==> src/rtl/gcd_control_if.sv <==
// Handshake and datapath-control bundle between gcd_control and its issuer/datapath.
// Purely combinational wiring; no latency of its own.
// No backpressure: start is a level request, sampled only when the controller is idle.
//
// Signals: start (request), x_lt_y/x_ne_y (datapath flags), x_sel/y_sel/x_en/y_en/
// output_en (datapath controls), busy/done/err (status), iter_count (subtraction count).
interface gcd_control_if #(
    parameter int ITER_W = 16
);
    logic              start;
    logic              x_lt_y;
    logic              x_ne_y;
    logic              x_sel;
    logic              y_sel;
    logic              x_en;
    logic              y_en;
    logic              output_en;
    logic              busy;
    logic              done;
    logic              err;
    logic [ITER_W-1:0] iter_count;

    // The controller side.
    modport slave (
        input  start, x_lt_y, x_ne_y,
        output x_sel, y_sel, x_en, y_en, output_en, busy, done, err, iter_count
    );

    // The issuer/datapath side.
    modport master (
        output start, x_lt_y, x_ne_y,
        input  x_sel, y_sel, x_en, y_en, output_en, busy, done, err, iter_count
    );
endinterface

==> src/rtl/gcd_control.sv <==
// Control FSM for a subtractive GCD datapath with start/busy/done handshake and timeout.
// Latency: LOAD one cycle after start, output_en at cycle 2+n, done pulse at cycle 3+n.
// Backpressure: none; start is ignored while busy (LOAD/RUN) and re-sampled in IDLE/DONE/ERR.
//
// Ports: clock, reset (async active-low), bus (gcd_control_if.slave) carrying
// start, x_lt_y, x_ne_y in and x_sel, y_sel, x_en, y_en, output_en, busy, done, err,
// iter_count out.
module gcd_control #(
    parameter int ITER_W   = 16,
    parameter int MAX_ITER = 1000
) (
    input  logic          clock,
    input  logic          reset,
    gcd_control_if.slave  bus
);

    if (MAX_ITER < 1 || MAX_ITER >= (1 << ITER_W)) begin : g_bad_max_iter
        $error("gcd_control: MAX_ITER must be in [1, 2**ITER_W - 1]");
    end

    localparam logic [ITER_W-1:0] MAX_CNT = ITER_W'(MAX_ITER);

    typedef enum logic [2:0] {
        S_IDLE = 3'd0,
        S_LOAD = 3'd1,
        S_RUN  = 3'd2,
        S_DONE = 3'd3,
        S_ERR  = 3'd4
    } state_t;

    state_t            r_state;
    state_t            w_next;
    logic [ITER_W-1:0] r_iter;
    logic              r_err;

    logic w_x_sel, w_y_sel, w_x_en, w_y_en, w_output_en, w_busy, w_done;
    logic w_iter_clr;   // LOAD: restart count and clear the sticky error
    logic w_iter_inc;   // RUN: one subtraction performed this cycle
    logic w_err_set;    // RUN: limit reached without convergence

    always_ff @(posedge clock or negedge reset) begin
        if (!reset) begin
            r_state <= S_IDLE;
            r_iter  <= '0;
            r_err   <= 1'b0;
        end else begin
            r_state <= w_next;
            if (w_iter_clr) begin
                r_iter <= '0;
                r_err  <= 1'b0;
            end else begin
                if (w_iter_inc) r_iter <= r_iter + 1'b1;
                if (w_err_set)  r_err  <= 1'b1;
            end
        end
    end

    always_comb begin
        w_next      = r_state;
        w_x_sel     = 1'b0;
        w_y_sel     = 1'b0;
        w_x_en      = 1'b0;
        w_y_en      = 1'b0;
        w_output_en = 1'b0;
        w_busy      = 1'b0;
        w_done      = 1'b0;
        w_iter_clr  = 1'b0;
        w_iter_inc  = 1'b0;
        w_err_set   = 1'b0;

        unique case (r_state)
            S_IDLE: begin
                if (bus.start) w_next = S_LOAD;
            end
            S_LOAD: begin
                // Both muxes select the external operands.
                w_x_en     = 1'b1;
                w_y_en     = 1'b1;
                w_busy     = 1'b1;
                w_iter_clr = 1'b1;
                w_next     = S_RUN;
            end
            S_RUN: begin
                w_busy = 1'b1;
                // Convergence wins over the limit check, so a result reached on
                // the very last permitted subtraction is still reported as done.
                if (!bus.x_ne_y) begin
                    w_output_en = 1'b1;
                    w_next      = S_DONE;
                end else if (r_iter == MAX_CNT) begin
                    w_err_set = 1'b1;
                    w_next    = S_ERR;
                end else if (bus.x_lt_y) begin
                    w_y_sel    = 1'b1;
                    w_y_en     = 1'b1;
                    w_iter_inc = 1'b1;
                end else begin
                    w_x_sel    = 1'b1;
                    w_x_en     = 1'b1;
                    w_iter_inc = 1'b1;
                end
            end
            S_DONE: begin
                w_done = 1'b1;
                w_next = bus.start ? S_LOAD : S_IDLE;
            end
            S_ERR: begin
                if (bus.start) w_next = S_LOAD;
            end
            default: begin
                w_next = S_IDLE;
            end
        endcase
    end

    assign bus.x_sel      = w_x_sel;
    assign bus.y_sel      = w_y_sel;
    assign bus.x_en       = w_x_en;
    assign bus.y_en       = w_y_en;
    assign bus.output_en  = w_output_en;
    assign bus.busy       = w_busy;
    assign bus.done       = w_done;
    assign bus.err        = r_err;
    assign bus.iter_count = r_iter;

endmodule

==> src/flat_wrapper.sv <==
// flat-port wrapper written by rule: the top's interface ports become plain ports
module gcd_control_flat 
#(
    parameter int ITER_W   = 16,
    parameter int MAX_ITER = 1000
)
  (clock, reset, bus_start, bus_x_lt_y, bus_x_ne_y, bus_x_sel, bus_y_sel, bus_x_en, bus_y_en, bus_output_en, bus_busy, bus_done, bus_err, bus_iter_count);
  gcd_control_if #(.ITER_W(ITER_W)) bus_i ();
  input  logic clock;
  input  logic reset;
  input wire logic [$bits(bus_i.start)-1:0] bus_start;
  input wire logic [$bits(bus_i.x_lt_y)-1:0] bus_x_lt_y;
  input wire logic [$bits(bus_i.x_ne_y)-1:0] bus_x_ne_y;
  output wire logic [$bits(bus_i.x_sel)-1:0] bus_x_sel;
  output wire logic [$bits(bus_i.y_sel)-1:0] bus_y_sel;
  output wire logic [$bits(bus_i.x_en)-1:0] bus_x_en;
  output wire logic [$bits(bus_i.y_en)-1:0] bus_y_en;
  output wire logic [$bits(bus_i.output_en)-1:0] bus_output_en;
  output wire logic [$bits(bus_i.busy)-1:0] bus_busy;
  output wire logic [$bits(bus_i.done)-1:0] bus_done;
  output wire logic [$bits(bus_i.err)-1:0] bus_err;
  output wire logic [$bits(bus_i.iter_count)-1:0] bus_iter_count;
  assign bus_i.start = bus_start;
  assign bus_i.x_lt_y = bus_x_lt_y;
  assign bus_i.x_ne_y = bus_x_ne_y;
  assign bus_x_sel = bus_i.x_sel;
  assign bus_y_sel = bus_i.y_sel;
  assign bus_x_en = bus_i.x_en;
  assign bus_y_en = bus_i.y_en;
  assign bus_output_en = bus_i.output_en;
  assign bus_busy = bus_i.busy;
  assign bus_done = bus_i.done;
  assign bus_err = bus_i.err;
  assign bus_iter_count = bus_i.iter_count;
  gcd_control #(.ITER_W(ITER_W), .MAX_ITER(MAX_ITER)) u_core (.clock(clock), .reset(reset), .bus(bus_i));
endmodule
==> config.mk <==
export PLATFORM = sky130hd
export DESIGN_NAME = gcd_control_flat
export DESIGN_NICKNAME = d
export VERILOG_FILES = /design/src/rtl/gcd_control_if.sv /design/src/rtl/gcd_control.sv /design/src/flat_wrapper.sv
export SDC_FILE = /design/constraint.sdc
export NUM_CORES = 1
export LEC_CHECK = 0
export BUFFER_PORTS_ARGS = -buffer_cell sky130_fd_sc_hd__buf_2
export CAP_MARGIN = 20
export CORE_ASPECT_RATIO = 1.5
export CORE_UTILIZATION = 33
export DETAILED_ROUTE_END_ITERATION = 8
export GPL_TIMING_DRIVEN = 0
export HOLD_SLACK_MARGIN = 0.05
export PLACE_DENSITY = 0.58
export RECOVER_POWER = 25
export REMOVE_ABC_BUFFERS = 1
export SLEW_MARGIN = 20
export SYNTH_ARGS = -nofsm -noshare
export SYNTH_HDL_FRONTEND = slang
export SYNTH_SLANG_ARGS = --single-unit
==> constraint.sdc <==
create_clock -name clock -period 1.9 [get_ports clock]
set_input_delay 0.285 -clock clock [delete_from_list [all_inputs] [get_ports clock]]
set_output_delay 0.285 -clock clock [all_outputs]
set_load 0.1 [all_outputs]
==> results by group, run 1 <==
Global routing
  – Largest net degree at the start of global routing: 21
  – Total gr overflow: 0
  – Vias in the first global route: 1132
  – First-pass GRT wire length: 5180 um
  – Initial antenna violation count: 0
  – GRT Total Usage: 0.186

Placement
  – Hpwl dp: 1990 um
  – PortBufs: 28
  – GP Congestion: 0.742

Yosys
  – Cells after Synth: 122
  – Number of synthesized register bits: 20
  – Syn Area/Cell: 9.30 um^2
  – Post-synth cell types: 36
  – Top cell type's share of synthesized area: 0.441
  – Post-synthesis mux area share: 0.00992
  – Largest family of logic cells by synthesized area: simple AND/OR/NAND/NOR gates
  – Synth async-reset ratio: 1.00
  – Synthesized-area fraction occupied by and/or/nand/nor cells: 0.343
  – Post-synthesis sequential area ratio: 0.441
  – Post-Synth XOR/XNOR Area: 0.0540
  – Top FF cell, synth: dfrtp_1
  – Number of synthesized flops with an enable pin: 0
  – Synth Area in Adders: 0.0221
  – Yosys top cell by area: dfrtp_1
  – Warnings from Yosys: 0
  – Compound-cell area share of the yosys netlist: 0.103
  – Top cell types by occurrence after synthesis: dfrtp_1, nor2_1, o21ai_0
  – Synth area leaders: dfrtp_1, nor2_1, o21ai_0
  – Count leader, synth: dfrtp_1
  – Post-synth design cell area: 1130 um^2

Critical path
  – Crit-path max FO: 4
  – CP Data Arrival Time: 2060 ps
  – Worst reg-to-reg path cell count: 7
  – Startpoint Class: flip-flop
  – Crit path required time: 1620 ps
  – Launching point of the worst reg2reg path: u_core.bus.iter_count[12]
  – Reg2reg end: u_core.bus.iter_count[1]
  – R2r setup slk: -270 ps
  – Crit end category: output pin
  – Worst setup path class: flip-flop to output pin

Floorplan
  – Die Wd: 49.9 um
  – Initial Util: 0.352
  – Row cnt: 25
  – Die height: 73.8 um
  – Total I/O pin count: 29
  – Core ar.: 3220 um^2
  – Die area: 3680 um^2

Timing
  – Final slew viol count: 0
  – Setup violators final: 8
  – Worst slew pin tran: 1090 ps
  – FMAX: 427 MHz
  – Worst Skew: 8.98 ps
  – Rel. slew slack: 0.273
  – Final Cycle Share: 1.23
  – Final worst slack: -440 ps
  – Min Tclk post-route: 2340 ps
  – Unrepaired setup endpoints after global routing: yes
  – Setup_tns: -2230 ps
  – Final hold violations: 0

Routing
  – DR vias: 1139
  – Initial DRC Count: 32
  – 1st-pass router iterations: 4
  – Drt drc: 0
  – Wire length per cell: 14.7 um
  – Final WL: 3110 um
  – Vias/cell: 5.40
  – Post-route ant nets: 0

Power and ir drop
  – VDD IR max: 1.59 mV
  – Leakage: 0.748 nW
  – Pwr Density: 1240 nW/um^2

Layout
  – Final #Nets: 180
  – Share of post-route cells with drive strength above 1: 0.468
  – Area added between synthesis and finish: 49.6%
  – # diodes: 0
  – End-of-flow core utilization: 0.527

Clocking
  – # H-tree levels: 1
  – CTS tree: done
  – Num CTS Buffers: 3
  – Root Driver: clkbuf_8
  – Clock latency on the worst-skew pair: 260 ps
  – Clock Tree Buf Depth: 2
  – Clk pin slew, worst setup/hold paths: 70 ps
  – Sink Count: 20

Hold path
  – Hold WC Path Type: primary input to flip-flop
  – Endpoint, Worst Hold: u_core.r_state[0]
  – Hold path cells: 3
  – Hold_sp: bus_start

Outcome
  – Violated checks: setup timing
  – Run status: finished, violations left

Job
  – Max Cap Violations: 0
power by group:
part | total, mW | switching (mW) | internal [mW]
sequential | 0.544 | 0.0727 | 0.472
combinational | 1.28 | 0.887 | 0.396
clock | 0.282 | 0.141 | 0.141
total | 2.11 | 1.10 | 1.01
state kept, by name, summed over array words and instances (netlist names):
register / count
u_core.r_state: 3
u_core.bus.err: 1
u_core.bus.iter_count: 16
metrics by stage:
| stage | area, um^2 | power [mW] | worst slack [ps] | cells | hold WS, ps |
|---|---|---|---|---|---|
| floorplan | 1110 | 1.34 | -2210 | 118 | -10.6 |
| finish | 1700 | 2.11 | -440 | 211 | 270 |
| global route | 1700 | 2.20 | -499 | 211 | 321 |
| CTS | 1570 | 2.04 | -447 | 201 | 262 |
| detailed placement | 1320 | 1.54 | -487 | 187 | 267 |
| global placement | 1310 | 1.51 | -967 | 186 | 258 |
metal layers:
layer  part of all wire  track usage  routed length [um]
met2               0.54        0.369                1670
met4              0.014       0.0762                  44
met5                  0            0                   0
met1               0.41        0.196                1280
met3              0.037       0.0145                 116
critical path: stages, from the launching register on:
cell and delay (ps):
dfrtp_1 410, or4_4 560, nor4_4 300, buf_6 150, nand2b_4 150, o21ai_4 70, buf_12 170
logic make-up after synthesis:
kind of cell | after synthesis
xor+xnor | 7
compound gates | 22
fa+ha+maj | 2
simple gates | 63
buf+inv | 7
flops | 20
mux | 1
placed cells by master, fill, tap and decap left out, types with 3 or more instances in the layout:
cell,synthesis,final
a21oi_1,8,6
buf_12,0,4
buf_2,1,23
buf_4,1,17
buf_6,0,4
clkbuf_8,0,3
dfrtp_1,20,11
dfrtp_2,0,9
inv_1,3,3
nand2_1,7,7
nand3_1,7,6
nand4_1,4,4
nand4b_1,3,3
nor2_1,15,13
o21ai_0,11,8
or3_1,5,3
xnor2_1,6,6
worst max-delay path by stage:
stage / endpoint / cells past startpoint / from
finish: bus_x_en / 6 / u_core.bus.iter_count[12]
global route: bus_x_en / 6 / u_core.bus.iter_count[12]
CTS: bus_x_en / 6 / u_core.bus.iter_count[2]
detailed placement: bus_x_en / 5 / u_core.bus.iter_count[12]
global placement: bus_y_en / 3 / u_core.r_state[0]
floorplan: bus_x_en / 6 / u_core.bus.iter_count[0]
final cells by class:
type                            count  area [um^2]
Multi-Input combinational cell     95          702
Tap cell                           40         50.0
Clock buffer                        3         41.3
Inverter                            3         11.3
Fill cell                         303         1520
Timing Repair Buffer               50          382
Sequential cell                    20          512
repair_timing:
item,in CTS,in global routing
setup buffers,10,10
endpoints found under the setup margin,14,11
endpoints found under the hold margin,20,0
resized for setup,30,17
hold buffers,1,0
pin swaps,3,9
Note: power is estimated with default switching activity, not from simulation.
==> run 2, diff against run 1 <==
--- a/config.mk
+++ b/config.mk
@@ -8,10 +8,12 @@
 export BUFFER_PORTS_ARGS = -buffer_cell sky130_fd_sc_hd__buf_2
 export CAP_MARGIN = 20
 export CORE_ASPECT_RATIO = 1.5
+export CORE_MARGIN = 2
 export CORE_UTILIZATION = 33
 export DETAILED_ROUTE_END_ITERATION = 8
 export GPL_TIMING_DRIVEN = 0
 export HOLD_SLACK_MARGIN = 0.05
+export MAX_ROUTING_LAYER = met4
 export PLACE_DENSITY = 0.58
 export RECOVER_POWER = 25
 export REMOVE_ABC_BUFFERS = 1
==> run 2 against run 1 <==
The flow still finishes with violations (setup timing). Register-to-register slack got worse by 160 ps. Critical path type unchanged. Largest cell class unchanged. Highest routed layer unchanged. Sequential power shrank 2%. Combinational power rose by 3%. Die area rose by 6.8%. Clock power about the same.
==> results by group, run 2 (same netlist as run 1, synthesis figures left out) <==
Clocking
  – Clk pin slew, worst setup/hold paths: 70 ps (about the same)
  – # H-tree levels: 1 (unchanged)
  – Clock latency on the worst-skew pair: 260 ps (about the same)
  – Sink Count: 20 (unchanged)
  – Clock Tree Buf Depth: 2 (unchanged)
  – Num CTS Buffers: 3 (unchanged)
  – CTS tree: done (unchanged)
  – Root Driver: clkbuf_8 (unchanged)

Critical path
  – R2r setup slk: -430 ps (was -270 ps)
  – Crit-path max FO: 4 (unchanged)
  – Worst path buffer plus inverter count: 1 (was 2)
  – Worst reg-to-reg path cell count: 7 (unchanged)
  – Worst setup path class: flip-flop to output pin (unchanged)
  – Launching point of the worst reg2reg path: u_core.bus.iter_count[11] (was u_core.bus.iter_count[12])
  – Crit path required time: 1620 ps (about the same)
  – CP max-delay cell: or4_4 (unchanged)
  – Startpoint Class: flip-flop (unchanged)
  – Reg2reg end: u_core.bus.iter_count[1] (unchanged)
  – Crit end category: output pin (unchanged)
  – Cell Chain, Critical Path: or4_4, nor4_4, nand2b_4, o21ai_4, buf_12 (was or4_4, nor4_4, buf_6, nand2b_4, o21ai_4, buf_12)
  – CP Data Arrival Time: 2100 ps (was 2060 ps)
  – Critical path's top delay family: simple AND/OR/NAND/NOR gates (unchanged)
  – Max incr delay on CP: 560 ps (about the same)

Power and ir drop
  – Leakage: 0.744 nW (was 0.748 nW)
  – VDD IR max: 1.30 mV (was 1.59 mV)
  – Switching pwr: 1.11 mW (was 1.10 mW)
  – Reg power frac: 0.250 (was 0.258)
  – Combinational share of power: 0.617 (was 0.608)
  – Clock power frac: 0.133 (was 0.134)
  – Switching Fraction: 0.517 (was 0.522)
  – Internal: 1.04 mW (was 1.01 mW)
  – Pwr Density: 1260 nW/um^2 (was 1240 nW/um^2)

Global routing
  – Vias in the first global route: 1024 (was 1132)
  – First-pass GRT wire length: 4640 um (was 5180 um)
  – Largest net degree at the start of global routing: 21 (unchanged)
  – Initial antenna violation count: 0 (unchanged)
  – Total gr overflow: 0 (unchanged)
  – GRT Total Usage: 0.160 (was 0.186)

Hold path
  – Hold path cells: 3 (unchanged)
  – Endpoint, Worst Hold: u_core.r_state[0] (unchanged)
  – Hold WC Path Type: primary input to flip-flop (unchanged)
  – Hold_sp: bus_start (unchanged)

Layout
  – Fill cells: 325 (was 303)
  – Commonest non-fill, non-tap cells in the layout: buf_2, buf_4, nor2_1, dfrtp_1, o21ai_0 (was buf_2, buf_4, nor2_1, dfrtp_1, dfrtp_2)
  – Share of post-route cells with drive strength above 1: 0.465 (was 0.468)
  – Area added between synthesis and finish: 49.5% (was 49.6%)
  – Final #Nets: 181 (was 180)
  – End-of-flow core utilization: 0.506 (was 0.527)
  – Commonest non-fill, non-tap cell in the layout: buf_2 (unchanged)
  – # diodes: 0 (unchanged)
  – Largest register FFs: 16 (unchanged)

Routing
  – Final WL: 2950 um (was 3110 um)
  – Post-route ant nets: 0 (unchanged)
  – Initial DRC Count: 34 (was 32)
  – Drt drc: 0 (unchanged)
  – 1st-pass router iterations: 4 (unchanged)
  – Vias/cell: 5.14 (was 5.40)
  – Wire length per cell: 13.8 um (was 14.7 um)
  – DR vias: 1101 (was 1139)

Placement
  – PortBufs: 28 (unchanged)
  – Hpwl dp: 1950 um (was 1990 um)
  – GP Congestion: 0.770 (was 0.742)

Timing
  – Rel. slew slack: 0.260 (was 0.273)
  – Worst slew pin tran: 1110 ps (was 1090 ps)
  – Final Cycle Share: 1.26 (was 1.23)
  – FMAX: 419 MHz (was 427 MHz)
  – Final slew viol count: 0 (unchanged)
  – Setup violators final: 9 (was 8)
  – Setup_tns: -2500 ps (was -2230 ps)
  – Final worst slack: -486 ps (was -440 ps)
  – Final hold violations: 0 (unchanged)
  – Unrepaired setup endpoints after global routing: yes (unchanged)
  – Min Tclk post-route: 2390 ps (was 2340 ps)
  – Worst Skew: 1.76 ps (was 8.98 ps)

Floorplan
  – Die height: 75.8 um (was 73.8 um)
  – Core ar.: 3350 um^2 (was 3220 um^2)
  – Die area: 3930 um^2 (was 3680 um^2)
  – Die Wd: 51.9 um (was 49.9 um)
  – Row cnt: 26 (was 25)
  – Total I/O pin count: 29 (unchanged)
  – Initial Util: 0.339 (was 0.352)

Outcome
  – Run status: finished, violations left (unchanged)
  – Violated checks: setup timing (unchanged)

Job
  – Max Cap Violations: 0 (unchanged)
==> run 2: cell count changes in the layout (fill, tap and decap cells not counted), sizes merged <==
cell	previous run	this run
clkbuf	4	5
==> run 2: stage by stage <==
stage	cell area, um^2	hold WS (ps)	worst slack, ps	cells	power [mW]
floorplan	1110	-10.6	-2210	118	1.34
global placement	1310	254	-917	188	1.50
detailed placement	1320	267	-496	189	1.54
CTS	1500	271	-461	198	1.96
global route	1700	284	-555	214	2.24
finish	1700	270	-486	214	2.14
==> run 2: final cells by class <==
type | instances | area (um^2) | area share
flip-flops and latches | 20 | 510 | 0.301
repair buffers | 51 | 383 | 0.226
well taps | 42 | 52.6 | 0.0310
clock buffers | 3 | 41.3 | 0.0243
multi-input cells | 95 | 698 | 0.412
inverters | 3 | 11.3 | 0.00664
==> run 2: worst min-delay path, delay by kind of cell <==
| family | cells | cell delay (ps) |
|---|---|---|
| compound gates | 1 | 60 |
| buf+inv | 1 | 100 |
| simple gates | 1 | 40 |
==> run 2: per-layer routing <==
layer,GRT usage,vias to the layer above,part of all wire
met3,0.0176,4,0.039
met5,-,-,0
met2,0.271,29,0.52
li1,-,541,-
met1,0.190,527,0.43
met4,0.0702,0,0.015
==> run 2: how the worst max path moves through the flow <==
stage          cells past startpoint  slack [ps]                      start         to
6_report                           5        -490  u_core.bus.iter_count[11]   bus_x_en
3_5_place_dp                       5        -500  u_core.bus.iter_count[11]   bus_x_en
3_3_place_gp                       3        -920          u_core.r_state[0]   bus_y_en
5_1_grt                            5        -560  u_core.bus.iter_count[11]  bus_y_sel
2_1_floorplan                      6       -2210   u_core.bus.iter_count[0]   bus_x_en
4_1_cts                            5        -460  u_core.bus.iter_count[13]   bus_y_en
==> run 2: power by group through the flow <==
stage	sequential, mW	combinational (mW)	clock, mW
after floorplan	0.659	0.684	0
after global placement	0.552	0.953	0
after detailed placement	0.557	0.979	0
final	0.535	1.32	0.285
after global routing	0.542	1.38	0.314
after CTS	0.555	1.12	0.290
==> run 2: what timing repair did <==
| action | CTS | global route |
|---|---|---|
| pin swaps | 5 | 9 |
| setup buffers | 5 | 16 |
| setup endpoints to repair | 14 | 11 |
| gates resized for setup | 25 | 20 |
| hold buffers | 1 | 0 |
| endpoints found under the hold margin | 20 | 0 |
==> run 3, diff against run 2 <==
--- a/config.mk
+++ b/config.mk
@@ -5,6 +5,7 @@
 export SDC_FILE = /design/constraint.sdc
 export NUM_CORES = 1
 export LEC_CHECK = 0
+export ABC_AREA = 1
 export BUFFER_PORTS_ARGS = -buffer_cell sky130_fd_sc_hd__buf_2
 export CAP_MARGIN = 20
 export CORE_ASPECT_RATIO = 1.5
@@ -14,7 +15,7 @@
 export GPL_TIMING_DRIVEN = 0
 export HOLD_SLACK_MARGIN = 0.05
 export MAX_ROUTING_LAYER = met4
-export PLACE_DENSITY = 0.58
+export PLACE_DENSITY = 0.57
 export RECOVER_POWER = 25
 export REMOVE_ABC_BUFFERS = 1
 export SLEW_MARGIN = 20
==> constraint.sdc (replaced) <==
create_clock -name clock -period 2.1 [get_ports clock]
set_input_delay 0.315 -clock clock [delete_from_list [all_inputs] [get_ports clock]]
set_output_delay 0.315 -clock clock [all_outputs]
set_load 0.1 [all_outputs]
==> run 3 against run 2 <==
The flow now finishes without violations. Clock-buffer cell count is 1 higher. Combinational power is 17% lower. Synthesized cell count rose by 60%. Clock skew grew 2.5 ps. Sequential share of layout area decreased by 0.28 points. Largest cell class unchanged. Highest routed layer unchanged.
==> results by group, run 3 <==
Global routing
  – Initial antenna violation count: 0 (unchanged)
  – First-pass GRT wire length: 5620 um (was 4640 um)
  – GRT Total Usage: 0.162 (was 0.160)
  – Total gr overflow: 0 (unchanged)
  – Largest net degree at the start of global routing: 21 (unchanged)
  – Vias in the first global route: 1191 (was 1024)

Critical path
  – R2r setup slk: 340 ps (was -430 ps)
  – Critical path's top delay family: flip-flops (was simple AND/OR/NAND/NOR gates)
  – Crit path required time: 1780 ps (was 1620 ps)
  – CP max-delay cell: dfrtp_2 (was or4_4)
  – CP Depth: 8 (was 5)
  – Worst reg-to-reg path cell count: 11 (was 7)
  – Reg2reg end: u_core.bus.iter_count[6] (was u_core.bus.iter_count[1])
  – Worst setup path class: flip-flop to output pin (unchanged)
  – Crit end category: output pin (unchanged)
  – Cell Chain, Critical Path: inv_4, ha_4, inv_1, nor2_2, nand2_2, o21ai_4, o21ai_1, clkbuf_8 (was or4_4, nor4_4, nand2b_4, o21ai_4, buf_12)
  – CP Data Arrival Time: 1720 ps (was 2100 ps)
  – Startpoint Class: flip-flop (unchanged)
  – Launching point of the worst reg2reg path: u_core.bus.iter_count[0] (was u_core.bus.iter_count[11])
  – Crit-path max FO: 7 (was 4)
  – Max incr delay on CP: 430 ps (was 560 ps)
  – Worst path buffer plus inverter count: 3 (was 1)

Timing
  – Setup violators final: 0 (was 9)
  – Worst slew pin tran: 1140 ps (was 1110 ps)
  – Worst Skew: 4.24 ps (was 1.76 ps)
  – Min Tclk post-route: 2030 ps
  – Final Cycle Share: 0.967
  – Rel. slew slack: 0.242 (was 0.260)
  – Final worst slack: 69.9 ps (was -486 ps)
  – Unrepaired setup endpoints after global routing: yes (unchanged)
  – Final hold violations: 0 (unchanged)
  – Final slew viol count: 0 (unchanged)
  – Setup_tns: 0 ps (was -2500 ps)
  – FMAX: 493 MHz

Routing
  – Drt drc: 0 (unchanged)
  – Final WL: 3540 um (was 2950 um)
  – DR vias: 1376 (was 1101)
  – Post-route ant nets: 0 (unchanged)
  – Vias/cell: 4.97 (was 5.14)
  – Initial DRC Count: 76 (was 34)
  – 1st-pass router iterations: 4 (unchanged)
  – Wire length per cell: 12.8 um (was 13.8 um)

Floorplan
  – Die area: 4670 um^2 (was 3930 um^2)
  – Total I/O pin count: 29 (unchanged)
  – Initial Util: 0.344 (was 0.339)
  – Row cnt: 28 (was 26)
  – Core ar.: 3960 um^2 (was 3350 um^2)
  – Die height: 82.7 um (was 75.8 um)
  – Die Wd: 56.4 um (was 51.9 um)

Yosys
  – Number of synthesized flops with an enable pin: 0 (unchanged)
  – Post-synthesis sequential area ratio: 0.368 (was 0.441)
  – Top FF cell, synth: dfrtp_1 (unchanged)
  – Top cell type's share of synthesized area: 0.368 (was 0.441)
  – Post-Synth XOR/XNOR Area: 0.0322 (was 0.0540)
  – Post-synth design cell area: 1360 um^2 (was 1130 um^2)
  – Post-synth cell types: 23 (was 36)
  – Number of synthesized register bits: 20 (unchanged)
  – Count leader, synth: nand2_1 (was dfrtp_1)
  – Synth Area in Adders: 0.0184 (was 0.0221)
  – Synthesized-area fraction occupied by and/or/nand/nor cells: 0.452 (was 0.343)
  – Cells after Synth: 195 (was 122)
  – Post-synthesis mux area share: 0 (was 0.00992)
  – Largest family of logic cells by synthesized area: simple AND/OR/NAND/NOR gates (unchanged)
  – Yosys top cell by area: dfrtp_1 (unchanged)
  – Top cell types by occurrence after synthesis: nand2_1, nor2_1, dfrtp_1 (was dfrtp_1, nor2_1, o21ai_0)
  – Synth async-reset ratio: 1.00 (unchanged)
  – Syn Area/Cell: 6.98 um^2 (was 9.30 um^2)
  – Synth area leaders: dfrtp_1, nand2_1, nor2_1 (was dfrtp_1, nor2_1, o21ai_0)
  – Compound-cell area share of the yosys netlist: 0.0524 (was 0.103)
  – Warnings from Yosys: 0 (unchanged)

Power and ir drop
  – VDD IR max: 1.16 mV (was 1.30 mV)
  – Pwr Density: 1100 nW/um^2 (was 1260 nW/um^2)
  – Leakage: 0.884 nW (was 0.744 nW)
  – Pwr Total: 1.86 mW (was 2.14 mW)

Layout
  – Final Cell Area: 1690 um^2 (was 1700 um^2)
  – Share of post-route cells with drive strength above 1: 0.254 (was 0.465)
  – Area added between synthesis and finish: 24.3% (was 49.5%)
  – Fin cells: 277 (was 214)
  – Commonest non-fill, non-tap cell in the layout: nand2_1 (was buf_2)
  – Commonest non-fill, non-tap cells in the layout: nand2_1, nor2_1, buf_2, inv_1, dfrtp_1 (was buf_2, buf_4, nor2_1, dfrtp_1, o21ai_0)
  – Largest register FFs: 16 (unchanged)
  – Final #Nets: 240 (was 181)
  – # diodes: 0 (unchanged)

Hold path
  – Hold_sp: bus_start (unchanged)
  – Hold path cells: 3 (unchanged)
  – Hold WC Path Type: primary input to flip-flop (unchanged)
  – Endpoint, Worst Hold: u_core.r_state[0] (unchanged)

Clocking
  – Num CTS Buffers: 3 (unchanged)
  – Root Driver: clkbuf_8 (unchanged)
  – # H-tree levels: 1 (unchanged)
  – Clk pin slew, worst setup/hold paths: 80 ps (was 70 ps)
  – Clock latency on the worst-skew pair: 270 ps (was 260 ps)
  – CTS tree: done (unchanged)
  – Clock Tree Buf Depth: 2 (unchanged)
  – Sink Count: 20 (unchanged)

Placement
  – PortBufs: 28 (unchanged)
  – Post-DP Area: 1530 um^2 (was 1320 um^2)
  – Post-Place Cells: 265 (was 189)
  – GP Congestion: 0.842 (was 0.770)
  – Place WS: 65.6 ps (was -496 ps)
  – Hpwl dp: 2580 um (was 1950 um)

Job
  – Max Cap Violations: 0 (unchanged)

Outcome
  – Run status: finished, final reports clean (was finished, violations left)
[run 3: cell count changes after synthesis, sizes merged, moves of 6 or more]
cell / change
xnor2: -6
nand4: +12
a21oi: -7
inv: +18
nand3: +6
nor2: +17
nand2: +60
[run 3: cells by family (layout without fill, tap and decap cells)]
| family | after synthesis | after routing |
|---|---|---|
| compound gates | 11 | 11 |
| buf+inv | 24 | 61 |
| xor+xnor | 5 | 5 |
| simple gates | 133 | 133 |
| fa+ha+maj | 2 | 2 |
| flops | 20 | 20 |
[run 3: metal layers]
layer | GRT usage | part of all wire | up-vias
li1 | - | - | 706
met2 | 0.299 | 0.53 | 31
met1 | 0.175 | 0.41 | 632
met3 | 0.0156 | 0.032 | 7
met4 | 0.0714 | 0.024 | 0
met5 | - | 0 | -
[run 3: how the worst max path moves through the flow]
| stage | from | endpoint | slack (ps) |
|---|---|---|---|
| final | u_core.bus.iter_count[0] | bus_y_en | 70 |
| after global routing | u_core.bus.iter_count[0] | bus_x_en | -40 |
| after CTS | u_core.bus.iter_count[0] | bus_y_en | 6 |
| after detailed placement | u_core.bus.iter_count[0] | bus_y_en | 70 |
| after global placement | u_core.bus.iter_count[0] | bus_x_en | 80 |
| after floorplan | u_core.bus.iter_count[0] | bus_x_en | -2070 |
[run 3: worst reg2reg max path, cell delays in order (launching register included)]
cell,delay (ps)
dfrtp_2,430
inv_4,90
ha_4,140
inv_1,40
nor2_2,100
nand2_2,70
buf_4,140
nor2_4,110
nor2_4,100
nor2_4,310
nand2_1,90
nand2_1,80
[run 3: timing repair]
item                                   in CTS  in global routing
buffers inserted                            3                  4
hold buffers                                1                  0
setup endpoints to repair                   5                  4
gates resized for setup                    10                  8
pin swaps                                   1                  2
endpoints found under the hold margin      20                  0
[run 3: per-stage QoR]
step / hold WS, ps / util
after floorplan: 19.4 / -
after global placement: 293 / 0.387
after detailed placement: 297 / 0.387
after CTS: 330 / 0.415
after global routing: 361 / 0.427
final: 330 / 0.427
[run 3: layout make-up]
cell class,count,area [um^2]
Fill cell,444,2270
Multi-Input combinational cell,151,768
Sequential cell,20,504
Timing Repair Buffer,36,226
Inverter,21,81.3
Tap cell,45,56.3
Clock buffer,4,55.1
[run 3: power breakdown]
group	total, mW	internal, mW	switching, mW
Sequential	0.451	0.419	0.0320
Combinational	1.10	0.251	0.851
Clock	0.309	0.167	0.141
